==> src/rtl/linreg_pkg.sv <==
// Shared constants and FSM encoding for the linear-regression sum accumulator.
package linreg_pkg;
    localparam int DATA_W = 20;
    localparam int N      = 150;
    localparam int ADDR_W = 8;
    localparam int SUM_W  = DATA_W + ADDR_W;
    localparam int ACC_W  = 2 * DATA_W + ADDR_W;

    typedef enum logic [1:0] {
        IDLE  = 2'd0,
        READ  = 2'd1,
        DRAIN = 2'd2,
        DONE  = 2'd3
    } state_t;
endpackage

==> src/rtl/signed_mac.sv <==
// Signed multiply-accumulate: full-precision a*b sign-extended into a wide accumulator.
module signed_mac
    import linreg_pkg::*;
#(
    parameter int OP_W  = DATA_W,
    parameter int ACC_B = ACC_W
) (
    input  logic                    clk,
    input  logic                    rst,
    input  logic signed [OP_W-1:0]  a,
    input  logic signed [OP_W-1:0]  b,
    input  logic                    clr,
    input  logic                    en,
    output logic signed [ACC_B-1:0] acc
);
    logic signed [2*OP_W-1:0]  product;
    logic signed [ACC_B-1:0]   productExt;

    assign product    = a * b;
    assign productExt = {{(ACC_B-2*OP_W){product[2*OP_W-1]}}, product};

    // Clear wins over enable so a new pass always starts from zero.
    always_ff @(posedge clk or negedge rst) begin
        if (!rst) begin
            acc <= '0;
        end else if (clr) begin
            acc <= '0;
        end else if (en) begin
            acc <= acc + productExt;
        end
    end
endmodule

==> src/rtl/linreg_sum_accumulator.sv <==
// Walks the loader memories once per start and accumulates sum x, sum y, sum xy, sum xx.
module linreg_sum_accumulator
    import linreg_pkg::*;
(
    input  logic                     clk,
    input  logic                     rst,
    input  logic                     start,
    input  logic signed [DATA_W-1:0] inX,
    input  logic signed [DATA_W-1:0] inY,
    output logic [ADDR_W-1:0]        rdAdr,
    output logic                     busy,
    output logic                     done,
    output logic signed [SUM_W-1:0]  sumX,
    output logic signed [SUM_W-1:0]  sumY,
    output logic signed [ACC_W-1:0]  sumXY,
    output logic signed [ACC_W-1:0]  sumXX
);
    state_t                     stateReg, stateNext;
    logic                       clrSums;
    logic                       lastAdr;
    logic [ADDR_W-1:0]          rdAdrReg;
    logic                       validReg;
    logic signed [DATA_W-1:0]   xReg, yReg;
    logic signed [SUM_W-1:0]    sumXReg, sumYReg;
    logic signed [DATA_W-1:0]   macB   [2];
    logic signed [ACC_W-1:0]    macAcc [2];

    assign lastAdr = (rdAdrReg == ADDR_W'(N - 1));

    always_ff @(posedge clk or negedge rst) begin
        if (!rst) begin
            stateReg <= IDLE;
        end else begin
            stateReg <= stateNext;
        end
    end

    // start is only honoured in IDLE; while busy it is simply not looked at.
    always_comb begin
        stateNext = stateReg;
        clrSums   = 1'b0;
        case (stateReg)
            IDLE: begin
                if (start) begin
                    stateNext = READ;
                    clrSums   = 1'b1;
                end
            end
            READ:    if (lastAdr) stateNext = DRAIN;
            DRAIN:   stateNext = DONE;
            DONE:    stateNext = IDLE;
            default: stateNext = IDLE;
        endcase
    end

    always_ff @(posedge clk or negedge rst) begin
        if (!rst) begin
            rdAdrReg <= '0;
            validReg <= 1'b0;
            xReg     <= '0;
            yReg     <= '0;
        end else begin
            validReg <= (stateReg == READ);
            if (stateReg == READ) begin
                rdAdrReg <= lastAdr ? '0 : rdAdrReg + 1'b1;
                xReg     <= inX;
                yReg     <= inY;
            end else begin
                rdAdrReg <= '0;
            end
        end
    end

    always_ff @(posedge clk or negedge rst) begin
        if (!rst) begin
            sumXReg <= '0;
            sumYReg <= '0;
        end else if (clrSums) begin
            sumXReg <= '0;
            sumYReg <= '0;
        end else if (validReg) begin
            sumXReg <= sumXReg + {{(SUM_W-DATA_W){xReg[DATA_W-1]}}, xReg};
            sumYReg <= sumYReg + {{(SUM_W-DATA_W){yReg[DATA_W-1]}}, yReg};
        end
    end

    // Lane 0 forms x*y, lane 1 forms x*x; both share clear and enable.
    assign macB[0] = yReg;
    assign macB[1] = xReg;

    generate
        for (genvar gi = 0; gi < 2; gi++) begin : g_mac
            signed_mac #(
                .OP_W  (DATA_W),
                .ACC_B (ACC_W)
            ) u_mac (
                .clk (clk),
                .rst (rst),
                .a   (xReg),
                .b   (macB[gi]),
                .clr (clrSums),
                .en  (validReg),
                .acc (macAcc[gi])
            );
        end
    endgenerate

    assign rdAdr = rdAdrReg;
    assign busy  = (stateReg != IDLE);
    assign done  = (stateReg == DONE);
    assign sumX  = sumXReg;
    assign sumY  = sumYReg;
    assign sumXY = macAcc[0];
    assign sumXX = macAcc[1];
endmodule

==> config.mk <==
export PLATFORM = sky130hd
export DESIGN_NAME = linreg_sum_accumulator
export DESIGN_NICKNAME = d
export VERILOG_FILES = /design/src/rtl/linreg_pkg.sv /design/src/rtl/signed_mac.sv /design/src/rtl/linreg_sum_accumulator.sv
export SDC_FILE = /design/constraint.sdc
export NUM_CORES = 2
export LEC_CHECK = 0
export CAP_MARGIN = 0
export CORE_ASPECT_RATIO = 0.7
export CORE_MARGIN = 2
export CORE_UTILIZATION = 40
export DETAILED_ROUTE_END_ITERATION = 16
export GPL_ROUTABILITY_DRIVEN = 0
export SETUP_SLACK_MARGIN = 0.1
export SKIP_LAST_GASP = 1
export SLEW_MARGIN = 10
export SYNTH_ARGS = -nofsm -noshare
export SYNTH_HDL_FRONTEND = slang
export SYNTH_SLANG_ARGS = --single-unit
==> constraint.sdc <==
create_clock -name clk -period 10.59 [get_ports clk]
set_clock_uncertainty 0.2 [all_clocks]
set_input_delay 2.6475 -clock clk [delete_from_list [all_inputs] [get_ports clk]]
set_output_delay 2.6475 -clock clk [all_outputs]
set_load 0.01 [all_outputs]
# After elaboration in Yosys (flattened, before gate mapping)
# Index checks and enable logic that the tools add are counted.
[word_totals] regBits=203 in_bits=43 output_inout_bits=162 word_cells=41
[classes] add_sub_neg=5 multipliers=2 n_eq_ne=6 mux=15 n_reduce_logical=4
[ops] operator="$mux 48" count=4
[ops] operator="$mux 28" count=4
[ops] operator="$add 48x40->48" count=2
[ops] operator="$mul 20x20->40" count=2
[ops] operator="$add 28x28->28" count=2
[ops] operator="$mux 8" count=2
[ops] operator="$add 8x1->8 const B" count=1
[ops] operator="$eq 8x8->1 const B" count=1
[ops] operator="$pmux 2 s4" count=1
[ops] operator="$eq 2x2->1 const B" count=2
[ops] operator="$mux 2" count=2
[ops] operator="$ne 2x2->1 const B" count=2
[ops] operator="$reduce_bool 2->1" count=2
[ops] operator="$eq 2x1->1 const B" count=1
[ops] operator="$logic_not 2->1" count=1
[ops] operator="$mux 1" count=2
[ops] operator="$reduce_and 2->1" count=1

# Depth between registers and ports, before layout
[logic_depth] word_depth=4 ltp_mapped=29 ltp_nobuf=27

# Cells and area by module
# A second synthesis with hierarchy kept.
[hier_totals] cells_unflattened=5413 hier_area_um2=49392.4
[by_module_without_submodules] module="signed_mac (g_mac[1].u_mac)" instances=1 cells_each=2356 area_each_um2=21220.4 seq_area_each_um2=1201.2
[by_module_without_submodules] module="signed_mac (g_mac[0].u_mac)" instances=1 cells_each=2348 area_each_um2=21167.8 seq_area_each_um2=1201.2
[by_module_without_submodules] module="linreg_sum_accumulator" instances=1 cells_each=709 area_each_um2=7004.2 seq_area_each_um2=2677.6

# Worst setup path before layout
# OpenSTA, ideal clock, no wires.
[synth_path] path_kind="register to register" start="reg xReg[19]" end="reg g_mac[0].u_mac.acc[45]" setup_ns=0.128 arrival_ns=8.211 required_time_ns=10.262 setup_slack_ns=2.051 stages_incl_launch_ff=27 path_buffers=4 period_less_slack_ns=8.539 path_cell_list="dfrtp_1 clkbuf_1 clkbuf_1 clkbuf_1 nand2_1 inv_1 fa_1 inv_1 fa_1 fa_1 inv_1 fa_1 fa_1 fa_1 fa_1 ha_1 clkbuf_1 a21o_1 o21bai_1 a31oi_1 o21ai_0 a21o_1 a21oi_1 o31ai_1 a2111oi_0 nor3_1 nand3b_1"
[synth_via] elab_chain_len=4
[synth_lines] item="from (decl)" line_no="linreg_sum_accumulator.sv:23" source="logic signed [DATA_W-1:0] xReg, yReg;"
[synth_lines] item="from (signal assigned)" line_no="linreg_sum_accumulator.sv:66" source="xReg <= inX;"
[synth_lines] item="$mul 20x20->40" line_no="signed_mac.sv:19" source="assign product = a * b;"
[synth_lines] item="$add 48x40->48" line_no="signed_mac.sv:29" source="acc <= acc + productExt;"
[synth_lines] item="$mux 48" line_no="signed_mac.sv:28" source="end else if (en) begin"
[synth_lines] item="$mux 48" line_no="signed_mac.sv:26" source="end else if (clr) begin"
[synth_lines] item="to (signal assigned)" line_no="signed_mac.sv:29"
[synth_lines] item="to (decl)" line_no="signed_mac.sv:14" source="output logic signed [ACC_B-1:0] acc"
# Every way passes these cells. The select of a mux whose other input is x is not followed.
# A chain may end at the register's enable or synchronous reset.

# Final worst setup path
[layout_path] start="reg yReg[0]" end="reg g_mac[0].u_mac.acc[44]"
[layout_via] elab_chain_len=4
[layout_lines] item="from (decl)" line_no="linreg_sum_accumulator.sv:23"
[layout_lines] item="from (signal assigned)" line_no="linreg_sum_accumulator.sv:67" source="yReg <= inY;"
[layout_lines] item="$mul 20x20->40" line_no="signed_mac.sv:19"
[layout_lines] item="$add 48x40->48" line_no="signed_mac.sv:29"
[layout_lines] item="$mux 48" line_no="signed_mac.sv:28"
[layout_lines] item="$mux 48" line_no="signed_mac.sv:26"
# Every way passes these cells. The select of a mux whose other input is x is not followed.

==> impl_metrics.ini <==
[grt]
grt_use_total = 0.215
grt_pass1_wl_um = 200000
grt_pass1_vias = 35626
antenna_found_initial = 2
grt_overflow = 0
grt_max_degree = 108

[job]
maxCapViolations = 0

[critical_path]
path_class = flip-flop to flip-flop
critical_path.most_common_cell = fa_1
cp_cell_sequence = nand2_2, inv_1, fa_1, inv_1, fa_1, fa_1, inv_1, fa_1, fa_1, fa_1, inv_1, fa_1, inv_1, ha_1, nand3_1, nor4_2, o21ai_0, a31oi_1, nand2b_1, o21bai_1, o21ai_0, nand2_1, a211o_1, nand3_1
end_kind = flip-flop
cp_top_family = adder cells
cpPeakStageDelay_ns = 1.04
startpoint_type = flip-flop
rrSetupSlack_ns = 1.12
worstPathArrival_ns = 9.86
rr_worst_depth = 24
crit_cells = 24
required_ns = 10.98
path_max_fanout = 22
slowest_stage = dfrtp_1
r2r_end = g_mac[0].u_mac.acc[44]
timing.rr.start = yReg[0]
path_buf_inv = 5

[synthesis]
synth_common_cells = inv_1 (1462), fa_1 (1003), nand2_1 (518)
syn_nets = 6448
postSynthAreaPerCell_um2 = 9.24
synth_cell_types = 78
postSynthCellCount = 5034
yosys.area.top_type_share = 0.432
synth_top_flop_cell = dfrtp_1
ys_async_sr_fraction = 1.00
synth_edf_count = 0
synth-seq-cells = 203
ys_top_cells_by_area = fa_1 (43%), inv_1 (12%), dfrtp_1 (11%)
synth_area_um2 = 46500
ys.warnings.count = 0
synth_top_area_cell = fa_1
synth.most_common_cell = inv_1
ys_seq_area_frac = 0.109

[timing]
finalSetupTns_ns = 0
slew_headroom = 0.266
final-setup-viol-count = 0
hold_viol = 0
period_share = 0.894
min_period_ns = 9.47
tightest_slew_ns = 1.10
fmax_ghz = 0.106
finalMaxSlewViolations = 0
rsz0062_at_grt = no

[clock_network]
clkLatencyLatePin_ns = 0.65
cts_sinks = 203
cts_hold_buffers = 0
h-tree-depth = 1
cts_tree = yes
post_cts_resized = 0
post_cts_buffers = 0
clkSlewWorstSetupHoldPaths_ns = 0.07
cts_root_buffer = clkbuf_16
clockBufferDepth = 3
cts_inserted_buffers = 28

[finish]
n_antenna_cell = 0
final_core_util = 0.445
drive_above_1_share = 0.0347
final_nets = 6549
fillers = 11300
layout-area-overhead-vs-synth_pct = 10.3
final_area_um2 = 51300

[drt]
drt-initial-drc-count = 2111
wl_um = 122000
ant_nets = 0
vias_per_cell = 4.94
drc = 10
wl_per_cell_um = 18.2
num_vias = 33079
dr.pass1.iters = 13

[worst_hold_path]
hp-class = flip-flop to flip-flop
min-delay-start = g_mac[0].u_mac.acc[9]
min_delay_worst_endpoint = g_mac[0].u_mac.acc[9]
min_path_cells = 2

[placement]
portBuffers = 204
dp_hpwl_um = 99300
post_dp_cell_area_um2 = 50200

[run_status]
violations = DRC
status = complete, but fails checks

[die]
ios = 205
initial_core_util = 0.404
die_h_um = 289
die_w_um = 412
core-area_um2 = 115000
rows = 104
die_area_um2 = 119000
-- worst max-delay path by stage --
stage,startpoint,to,slack (ns)
floorplan,xReg[19],g_mac[0].u_mac.acc[45],2.05
global placement,yReg[0],g_mac[0].u_mac.acc[40],0.98
detailed placement,yReg[0],g_mac[0].u_mac.acc[42],0.98
CTS,yReg[0],g_mac[0].u_mac.acc[40],0.96
global route,yReg[0],g_mac[0].u_mac.acc[40],0.57
finish,yReg[0],g_mac[0].u_mac.acc[44],1.12
-- per-layer routing --
metal / GRT usage / share of wire
met1: 0.316 / 0.47
met2: 0.324 / 0.43
met3: 0.0537 / 0.081
met4: 0.0364 / 0.019
met5: 0 / 0
-- per-stage QoR --
stage / instances / hold WS [ns] / setup WS [ns]
floorplan: 5034 / 0.326 / 2.05
global placement: 6641 / 0.292 / 0.980
detailed placement: 6641 / 0.301 / 0.984
CTS: 6693 / 0.315 / 0.956
global route: 6694 / 0.328 / 0.567
finish: 6694 / 0.310 / 1.12
-- registers in the layout, indices dropped and copies added, names as in the netlist --
signal and count:
g_mac.u_mac.acc 96, sumX 28, sumY 28, xReg 20, yReg 20, rdAdr 8
stateReg 2, validReg 1
-- placed cells by master, fill, tap and decap left out, types with 17 or more instances in the layout --
| cell type | instances |
|---|---|
| a21o_1 | 81 |
| a21oi_1 | 117 |
| a22o_1 | 21 |
| a31oi_1 | 19 |
| and2_1 | 250 |
| and3_1 | 21 |
| buf_4 | 55 |
| clkbuf_16 | 28 |
| clkdlybuf4s50_1 | 203 |
| dfrtp_1 | 201 |
| fa_1 | 1003 |
| ha_1 | 367 |
| inv_1 | 1462 |
| mux2_2 | 33 |
| nand2_1 | 515 |
| nand3_1 | 37 |
| nand4_1 | 20 |
| nor2_1 | 67 |
| nor2b_1 | 46 |
| nor3_1 | 21 |
| o21a_1 | 17 |
| o21ai_0 | 174 |
| o21bai_1 | 25 |
| o31ai_1 | 17 |
| xnor2_1 | 85 |
| xor2_1 | 61 |
-- tightest hold or removal path, delay by kind of cell (launching register included) --
kind / cells / cell delay (ns)
simple gates: 1 / 0.05
compound gates: 1 / 0.06
flops: 1 / 0.37
-- area by class of cell --
| type | count | area, µm² | share of cell area |
|---|---|---|---|
| inverters | 1462 | 5490 | 0.107 |
| flip-flops and latches | 203 | 5080 | 0.0991 |
| clock buffers | 33 | 759 | 0.0148 |
| clock inverters | 19 | 290 | 0.00566 |
| well taps | 1537 | 1920 | 0.0375 |
| multi-input cells | 3179 | 35300 | 0.687 |
| repair buffers | 261 | 2490 | 0.0485 |
-- logic make-up after synthesis --
kind of cell | Yosys count | share of synthesized area
AO/OA/AOI/OAI | 593 | 0.0839
AND/OR/NAND/NOR | 1032 | 0.106
flip-flops | 203 | 0.109
buffers and inverters | 1652 | 0.133
XOR/XNOR | 146 | 0.0275
multiplexers | 37 | 0.00885
adder cells (fa/ha/maj) | 1371 | 0.531
Power is not shown: default switching activity piles up to over one toggle a cycle in this logic, so the estimate is an artifact.
